===== config.mk =====
export PLATFORM = sky130hd
export DESIGN_NAME = sar_search
export DESIGN_NICKNAME = d
export VERILOG_FILES = /design/src/rtl/sar_search_pkg.sv /design/src/rtl/sar_search.sv
export SDC_FILE = /design/constraint.sdc
export NUM_CORES = 1
export LEC_CHECK = 0
export CORE_MARGIN = 4
export CORE_UTILIZATION = 51
export CTS_BUF_LIST = sky130_fd_sc_hd__clkbuf_4 sky130_fd_sc_hd__clkbuf_8 sky130_fd_sc_hd__clkbuf_16
export DETAILED_ROUTE_END_ITERATION = 8
export PLACE_DENSITY = 0.8
export SETUP_SLACK_MARGIN = 0.2
export SLEW_MARGIN = 20
export SYNTH_ARGS = -nofsm -noshare
export SYNTH_HDL_FRONTEND = slang
export SYNTH_SLANG_ARGS = --single-unit

===== constraint.sdc =====
create_clock -name clk -period 5 [get_ports clk]
set_clock_uncertainty 0.05 [all_clocks]
set_input_delay 1.5 -clock clk [delete_from_list [all_inputs] [get_ports clk]]
set_output_delay 1.5 -clock clk [all_outputs]
set_load 0.005 [all_outputs]

===== src/rtl/sar_search_pkg.sv =====
// sar_search_pkg: shared state encoding and default operand width
package sar_search_pkg;
  localparam int WIDTH_DEF = 4;
  typedef enum logic {IDLE, SEARCH} state_t;
endpackage


===== src/rtl/sar_search.sv =====
// sar_search: MSB-first successive-approximation search against an external comparator
module sar_search
  import sar_search_pkg::*;
#(
  parameter int WIDTH = WIDTH_DEF
) (
  input  logic                         clk,
  input  logic                         rst,
  input  logic                         start,
  input  logic                         cmp_gt,
  input  logic                         cmp_lt,
  input  logic                         cmp_eq,
  output logic [WIDTH-1:0]             trial,
  output logic                         busy,
  output logic                         done,
  output logic [WIDTH-1:0]             result,
  output logic                         err,
  output logic [$clog2(WIDTH+1)-1:0]   steps
);
  localparam int CW = $clog2(WIDTH + 1);
  localparam int IW = (WIDTH > 1) ? $clog2(WIDTH) : 1;
  localparam logic [WIDTH-1:0] MSB = WIDTH'(1) << (WIDTH - 1);
  localparam logic [IW-1:0] TOP = IW'(WIDTH - 1);
  state_t           r_state, w_state;
  logic [WIDTH-1:0] r_trial, w_trial;
  logic [IW-1:0]    r_idx, w_idx;
  logic [CW-1:0]    r_cnt, w_cnt;
  logic [WIDTH-1:0] r_result, w_result;
  logic             r_err, w_err;
  logic [CW-1:0]    r_steps, w_steps;
  logic             r_done, w_done;
  logic             w_onehot;
  assign w_onehot = $onehot({cmp_gt, cmp_lt, cmp_eq});
  assign trial  = r_trial;
  assign busy   = (r_state == SEARCH);
  assign done   = r_done;
  assign result = r_result;
  assign err    = r_err;
  assign steps  = r_steps;
  // state and datapath registers; reset discards any search in flight
  always_ff @(posedge clk or posedge rst) begin
    if (rst) begin
      r_state  <= IDLE;
      r_trial  <= '0;
      r_idx    <= TOP;
      r_cnt    <= '0;
      r_result <= '0;
      r_err    <= 1'b0;
      r_steps  <= '0;
      r_done   <= 1'b0;
    end else begin
      r_state  <= w_state;
      r_trial  <= w_trial;
      r_idx    <= w_idx;
      r_cnt    <= w_cnt;
      r_result <= w_result;
      r_err    <= w_err;
      r_steps  <= w_steps;
      r_done   <= w_done;
    end
  end
  // next state: one compare per cycle, finishing on bad flags, equality or the last bit
  always_comb begin
    w_state  = r_state;
    w_trial  = r_trial;
    w_idx    = r_idx;
    w_cnt    = r_cnt;
    w_result = r_result;
    w_err    = r_err;
    w_steps  = r_steps;
    w_done   = 1'b0;
    if (r_state == IDLE) begin
      if (start) begin
        w_state = SEARCH;
        w_trial = MSB;
        w_idx   = TOP;
        w_cnt   = CW'(1);
      end
    end else if (!w_onehot || cmp_eq || r_idx == '0) begin
      w_state  = IDLE;
      w_trial  = '0;
      w_idx    = TOP;
      w_done   = 1'b1;
      w_steps  = r_cnt;
      w_err    = !w_onehot;
      w_result = r_trial;
      if (w_onehot && cmp_lt) w_result[0] = 1'b0;
    end else begin
      if (cmp_lt) w_trial[r_idx] = 1'b0;
      w_trial[r_idx - 1'b1] = 1'b1;
      w_idx = r_idx - 1'b1;
      w_cnt = r_cnt + 1'b1;
    end
  end
endmodule


==> results.toml, run 1 <==
[pwr]
pwr_density_cell_nw_per_um2 = 283
peakVddDrop_uv = 195
power.total_uw = 340
leakagePower_nw = 0.575

[floorplan]
dieWidth_um = 51.6
coreArea_um2 = 1760
die-area_um2 = 2660
rows = 15
io_pins = 20
die_h_um = 51.6
start_util_pct = 54.9

[layout]
n_antenna_cell = 0
final_cell_mix = "19 x clkdlybuf4s50_1, 17 x dfrtp_1, 9 x ha_1, 7 x nand2_1, 7 x inv_1"
layout-drive-gt1-share_pct = 14.7
final_common_cell = "clkdlybuf4s50_1"
areaGrowthSynthToFinish_pct = 24.2
fin_nets = 119
fill_cells = 150

[synth]
synthDistinctLibCells = 27
yosysWarnings = 0
ys_seq_area_share_pct = 49.4
synth_async_sr_flop_share_pct = 100
ys_ff_latch = 19
synthFlopType = "dfrtp_1"
synth_fp_nets = 97
synth_edf_count = 0
avgSynthCellArea_um2 = 12.0
synth_area_um2 = 968
netlist_instances = 81

[global_routing]
antenna_found_initial = 0
grt_pass1_vias = 669
grtUsageTotal_pct = 16.4
grt_overflow = 0
grt_pass1_wl_mm = 3.11
grt_max_degree = 20

[clock_network]
clk_path_buf_depth = 2
cts_tree = "yes"
cts_hold_buf = 0
clk_latency_ps = 300
post_cts.repair.setup_buffers = 0
clock_sinks = 19
ctsResizeCount = 0
cts.clk_slew.worst_paths_ps = 110
numCtsBuffers = 3
h-tree-depth = 1
clockRootBuffer = "clkbuf_4"

[place]
gp_congestion = 0.815
port_buffers = 19
dp_hpwl_mm = 1.50
place_ws_ps = 868

[flow_run]
max-cap-violations = 0

[worst_setup_path]
worstPathArrival_ps = 3940
crit_family = "simple AND/OR/NAND/NOR gates"
critPathSlowestCell = "clkdlybuf4s50_1"
cpPeakStageDelay_ps = 520
critPathRequiredTime_ps = 5140
crit_fanout = 10
crit_buf_inv = 2
start_kind = "input port"
crit_chain = "clkdlybuf4s50_1, inv_1, fa_1, nor4b_4, nand2b_1, mux2_2"
critPathCaptureType = "flop"
crit_type = "in2reg"

[sta]
period_share_pct = 76.1
hold_violations = 0
drv_slew = 0
whs_ps = 433
setup_violations = 0
fin_crit_ps = 3810
tightest_slew_ps = 682
fin_setup_tns_ps = 0
fin_ws_ps = 1190
rsz0062_at_grt = "false"
slew_headroom_pct = 54.5
max_freq_mhz = 263

[min_path]
hp-class = "reg2reg"

[route]
ant_nets = 0
avgRoutedWirePerCell_um = 14.4
vias = 652
avgViaCountPerCell = 5.13
drt_iter0_drc = 7
drt-total-wl_mm = 1.82
drc_errors = 0
drtPass1Iterations = 4

[status]
status = "complete, no violations"
-- worst reg2reg max path, stage by stage, from the launching register on --
cell	delay, ps
dfstp_2	610
inv_1	120
ha_1	250
nor4b_4	460
nand2b_1	400
mux2_2	400
-- path summary, 6_finish.rpt --
kind / slack (ps) / to / cells past startpoint / start
setup / recovery: 1190 / result[1] / 6 / cmp_lt
hold / removal: 430 / r_cnt[2] / 1 / r_cnt[2]
setup reg to reg: 2600 / result[1] / 5 / r_idx[0]
hold reg to reg: 430 / r_cnt[2] / 1 / r_cnt[2]
max in group asynchronous: 2920 / err / 2 / rst
min in group asynchronous: 1540 / result[3] / 2 / rst
-- where the power goes --
group,switching [mW],internal [mW],total (mW)
Sequential,0.0149,0.170,0.185
Clock,0.0460,0.0298,0.0758
Combinational,0.0308,0.0481,0.0789
Total,0.0917,0.248,0.340
-- synthesized netlist by cell type (2+ instances only) --
library cell,number,area share [%]
inv_1,7,2.7
o21ai_0,4,2.1
dfrtp_1,17,44
mux2i_1,2,2.1
mux2_2,3,3.5
nand2_1,7,2.7
a22o_1,3,2.7
a21oi_1,3,1.5
ha_1,9,12
mux2_1,2,2.3
nand2b_1,3,1.9
mux2_4,2,3.1
a31o_2,2,1.8
dfstp_2,2,5.4
nor2_1,3,1.2
-- layout make-up --
type | instances | area [µm²] | area share [%]
clock inverters | 1 | 5.00 | 0.416
flip-flops and latches | 19 | 478 | 39.8
inverters | 8 | 32.5 | 2.71
well taps | 25 | 31.3 | 2.60
clock buffers | 3 | 22.5 | 1.87
repair buffers | 19 | 190 | 15.8
multi-input cells | 52 | 443 | 36.8
-- per-stage QoR --
step / utilization [%] / instances / instance area (µm²)
after CTS: 68.2 / 127 / 1200
after detailed placement: 66.6 / 123 / 1170
final: 68.2 / 127 / 1200
after global placement: 66.6 / 123 / 1170
after floorplan: - / 81 / 968
after global routing: 68.2 / 127 / 1200
-- state kept, by name, summed over array words and instances, names as in the netlist --
register  cells
err           1
steps         3
result        4
r_cnt         3
trial         4
done          1
r_idx         2
busy          1
-- kinds of logic after synthesis --
family	synth area share [%]
DFF	49.4
and+or+nand+nor	10.6
muxes	11.0
buffers and inverters	4.91
adders and majority gates	13.7
AOI/OAI and AO/OA	10.5
-- layer usage --
metal	share of wire (%)	vias up	global-route usage, %
li1	-	324	-
met4	2.6	0	9.17
met3	3.7	4	3.44
met2	51	12	27.1
met5	0	-	0
met1	42	312	19.6
(Power assumes the default switching activity.)
==> run 2, diff against run 1 <==
Settings changed: CORE_UTILIZATION 51 to 49, PLACE_DENSITY 0.8 to 0.77.
Clock period 5 ns to 3.6 ns, I/O delays scaled along.
==> run 2 against run 1 <==
Against the previous run:
- combinational power rose by 39%
- die area rose by 3.4%
- hold slack improved by 4.5 ps
- clock-buffer cell count rose by 1
- wire length fell by 2.6%
- largest cell class unchanged
- largest power group unchanged
- highest routed layer unchanged
==> results.toml, run 2 (same netlist as run 1, synthesis figures left out) <==
[status]
status = "complete, no violations"

[floorplan]
die_h_um = 52.5
start_util_pct = 53.8
rows = 15
die-area_um2 = 2750
dieWidth_um = 52.5
coreArea_um2 = 1800
io_pins = 20

[route]
avgViaCountPerCell = 5.09
ant_nets = 0
drt_iter0_drc = 23
drt-total-wl_mm = 1.78
drc_errors = 0
vias = 652
avgRoutedWirePerCell_um = 13.9
drtPass1Iterations = 4

[place]
post_dp_cell_area_um2 = 1180
gp_congestion = 0.771
port_buffers = 19
dp.cells = 124
dp_hpwl_mm = 1.38

[worst_setup_path]
reg2reg_depth = 6
start_kind = "input port"
worstPathArrival_ps = 3240
critPathRequiredTime_ps = 3730
critPathCaptureType = "flop"
crit_fanout = 7
regToRegSetupSlack_ps = 1480
crit_type = "in2reg"
r2r_start = "r_idx[0]"
critical_path.startpoint = "cmp_lt"

[sta]
hold_violations = 0
fin_crit_ps = 3100
tightest_slew_ps = 694
period_share_pct = 86.1
setup_violations = 0
fin_setup_tns_ps = 0
rsz0062_at_grt = "false"
drv_slew = 0
slew_headroom_pct = 53.7
max_freq_mhz = 322

[layout]
final_common_cell = "clkdlybuf4s50_1"
n_antenna_cell = 0
fill_cells = 156
areaGrowthSynthToFinish_pct = 25.2
finalInstanceArea_um2 = 1210
fin_nets = 120
fin_util_pct = 67.3
stdcell_count = 128
layout-drive-gt1-share_pct = 15.5
final_cell_mix = "19 x clkdlybuf4s50_1, 17 x dfrtp_1, 9 x ha_1, 7 x nand2_1, 7 x inv_1"

[global_routing]
antenna_found_initial = 0
grt_max_degree = 20
grt_pass1_vias = 649
grt_pass1_wl_mm = 3.13
grt_overflow = 0
grtUsageTotal_pct = 15.8

[flow_run]
max-cap-violations = 0

[clock_network]
ctsResizeCount = 0
clockRootBuffer = "clkbuf_4"
clock_sinks = 19
clk_path_buf_depth = 2
cts.clk_slew.worst_paths_ps = 100
numCtsBuffers = 3
h-tree-depth = 1
clk_latency_ps = 290
cts_tree = "yes"
post_cts.repair.setup_buffers = 0
cts_hold_buf = 0

[pwr]
leakagePower_nw = 0.581
peakVddDrop_uv = 267
pwr_density_cell_nw_per_um2 = 396

[min_path]
min_path_cells = 1
holdCritStartpoint = "r_cnt[2]"
hp-class = "reg2reg"
-- run 2: cell types whose count changed in the layout (fill, tap and decap cells not counted), sizes merged --
cell / delta
buf: +1
clkbuf: +1
clkinv: -1
-- run 2: worst paths after layout --
| path | endpoint |
|---|---|
| min in group asynchronous | result[3] |
| hold reg to reg | r_cnt[2] |
| max in group asynchronous | r_cnt[2] |
| setup reg to reg | result[2] |
| setup / recovery | result[2] |
| hold / removal | r_cnt[2] |
-- run 2: final cells by class --
class                   count  area, µm²  share of cell area (%)
flip-flops and latches     19        478                    39.4
well taps                  25       31.3                    2.58
inverters                   8       32.5                    2.68
clock buffers               4       30.0                    2.48
multi-input cells          52        443                    36.5
repair buffers             20        198                    16.3
-- run 2: power by group --
| group | switching, mW | internal, mW |
|---|---|---|
| clock | 0.0623 | 0.0506 |
| sequential | 0.0200 | 0.237 |
| combinational | 0.0426 | 0.0674 |
| total | 0.125 | 0.355 |
-- run 2: worst max-delay path, cell delays in order --
cell	delay, ps
clkdlybuf4s50_1	520
inv_1	80
fa_1	510
nor4b_4	280
nand2b_1	370
inv_4	80
mux2_4	300
-- run 2: layer usage --
metal / track usage (%) / vias up / routed length, µm
met4: 3.83 / 0 / 14
li1: - / 322 / -
met2: 27.3 / 13 / 878
met3: 5.13 / 2 / 82
met5: 0 / - / 0
met1: 18.9 / 315 / 801
-- run 2: per-stage QoR --
step / power, mW / hold WS, ps / setup WS, ps
2_1_floorplan: 0.315 / 394 / 762
3_3_place_gp: 0.369 / 426 / 234
3_5_place_dp: 0.373 / 424 / 170
4_1_cts: 0.488 / 446 / 504
5_1_grt: 0.513 / 471 / 401
6_report: 0.480 / 437 / 499
==> run 3, diff against run 2 <==
Settings changed: REMOVE_ABC_BUFFERS from default to 1, SLEW_MARGIN 20 to 10.
==> run 3 against run 2 <==
Against the previous run:
- worst setup slack gained 7.4 ps
- wire length grew 2.3%
- via count increased by 1.2%
- total power is 1.4% lower
- non-clock buffer count stayed put
- fmax rose by 0.24%
- register-to-register slack about the same
- first-iteration DRC count is 65% lower
- sequential power about the same
- combinational power barely moved
- hold slack improved by 8.1 ps
- clock-buffer cell count down 1
- critical path type unchanged
==> results.toml, run 3 (same netlist as run 1, synthesis figures left out) <==
[sta]
tightest_slew_ps = 709
period_share_pct = 85.9
drv_slew = 0
whs_ps = 445
fin_setup_tns_ps = 0
max_freq_mhz = 323
slew_headroom_pct = 52.7
rsz0062_at_grt = "false"
fin_crit_ps = 3090
hold_violations = 0
setup_violations = 0

[floorplan]
die-area_um2 = 2750
coreArea_um2 = 1800
dieWidth_um = 52.5
rows = 15
start_util_pct = 53.8
io_pins = 20
die_h_um = 52.5

[min_path]
hp-class = "reg2reg"

[layout]
fill_cells = 154
n_antenna_cell = 0
finalInstanceArea_um2 = 1210
fin_nets = 120
multi_input_area_um2 = 443
stdcell_count = 128
layout-drive-gt1-share_pct = 15.5
final-seq-area_um2 = 478
fin_util_pct = 67.2
final_common_cell = "clkdlybuf4s50_1"
areaGrowthSynthToFinish_pct = 24.9
final_cell_mix = "19 x clkdlybuf4s50_1, 17 x dfrtp_1, 9 x ha_1, 7 x nand2_1, 7 x inv_1"

[global_routing]
grt_pass1_wl_mm = 3.25
grt_max_degree = 20
grt_overflow = 0
grtUsageTotal_pct = 16.0
grt_pass1_vias = 695
antenna_found_initial = 0

[clock_network]
post_cts.repair.setup_buffers = 0
ctsResizeCount = 0
clk_path_buf_depth = 2
numCtsBuffers = 3
clockRootBuffer = "clkbuf_4"
clk_latency_ps = 290
h-tree-depth = 1
clock_sinks = 19
cts.clk_slew.worst_paths_ps = 100
cts_hold_buf = 0
cts_tree = "yes"

[route]
drt_iter0_drc = 8
avgViaCountPerCell = 5.16
drc_errors = 0
vias = 660
drtPass1Iterations = 4
ant_nets = 0
avgRoutedWirePerCell_um = 14.2
drt-total-wl_mm = 1.82

[flow_run]
max-cap-violations = 0

[pwr]
leakagePower_nw = 0.580
pwr_density_cell_nw_per_um2 = 391
peakVddDrop_uv = 317

[worst_setup_path]
start_kind = "input port"
crit_type = "in2reg"
critPathRequiredTime_ps = 3730
crit_fanout = 7
crit_family = "buffers and inverters"
critPathSlowestCell = "clkdlybuf4s50_1"
crit_chain = "clkdlybuf4s50_1, inv_1, fa_1, nor4b_4, nand2b_1, inv_4, mux2_4"
crit_buf_inv = 3
cpPeakStageDelay_ps = 510
critPathCaptureType = "flop"
worstPathArrival_ps = 3230

[place]
gp_congestion = 0.737
port_buffers = 19
post_dp_cell_area_um2 = 1180
dp.cells = 124
dp_hpwl_mm = 1.42

[status]
status = "complete, no violations"
[run 3: cell types whose count changed in the layout (fill, tap and decap cells not counted)]
cell,delta
clkinv_2,+1
clkbuf_4,-1
[run 3: layout make-up]
class,count,area share (%)
tap,25,2.59
clock inverter,1,0.414
timing repair buffer,20,16.3
clock buffer,3,1.86
sequential,19,39.5
multi-input combinational,52,36.6
inverter,8,2.69
[run 3: final timing paths]
path / startpoint / to / slack, ps / depth (start not counted)
max: cmp_lt / result[3] / 510 / 7
min: r_cnt[2] / r_cnt[2] / 450 / 1
max reg2reg: r_idx[0] / result[3] / 1490 / 6
min reg2reg: r_cnt[2] / r_cnt[2] / 450 / 1
max in group asynchronous: rst / trial[0] / 1900 / 2
min in group asynchronous: rst / steps[1] / 1150 / 2
[run 3: power breakdown]
part,switching [mW],internal (mW),total (mW)
Sequential,0.0199,0.237,0.257
Combinational,0.0436,0.0675,0.111
Clock,0.0639,0.0413,0.105
[run 3: worst register-to-register path: cells and delay by family (launching register included)]
family        cells  cell delay [ps]
fa+ha+maj         1              240
buf+inv           2              200
flops             1              610
mux               1              310
simple gates      2              600
[run 3: layer usage]
| metal | part of all wire (%) | track usage (%) | up-vias |
|---|---|---|---|
| li1 | - | - | 318 |
| met1 | 48 | 21.5 | 327 |
| met2 | 48 | 25.0 | 11 |
| met3 | 2.4 | 3.42 | 4 |
| met4 | 1.4 | 6.38 | 0 |
| met5 | 0 | 0 | - |
[run 3: metrics by stage]
step	setup WS, ps	power [mW]
2_1_floorplan	683	0.312
3_3_place_gp	233	0.369
3_5_place_dp	178	0.374
4_1_cts	509	0.479
5_1_grt	385	0.500
6_report	507	0.473
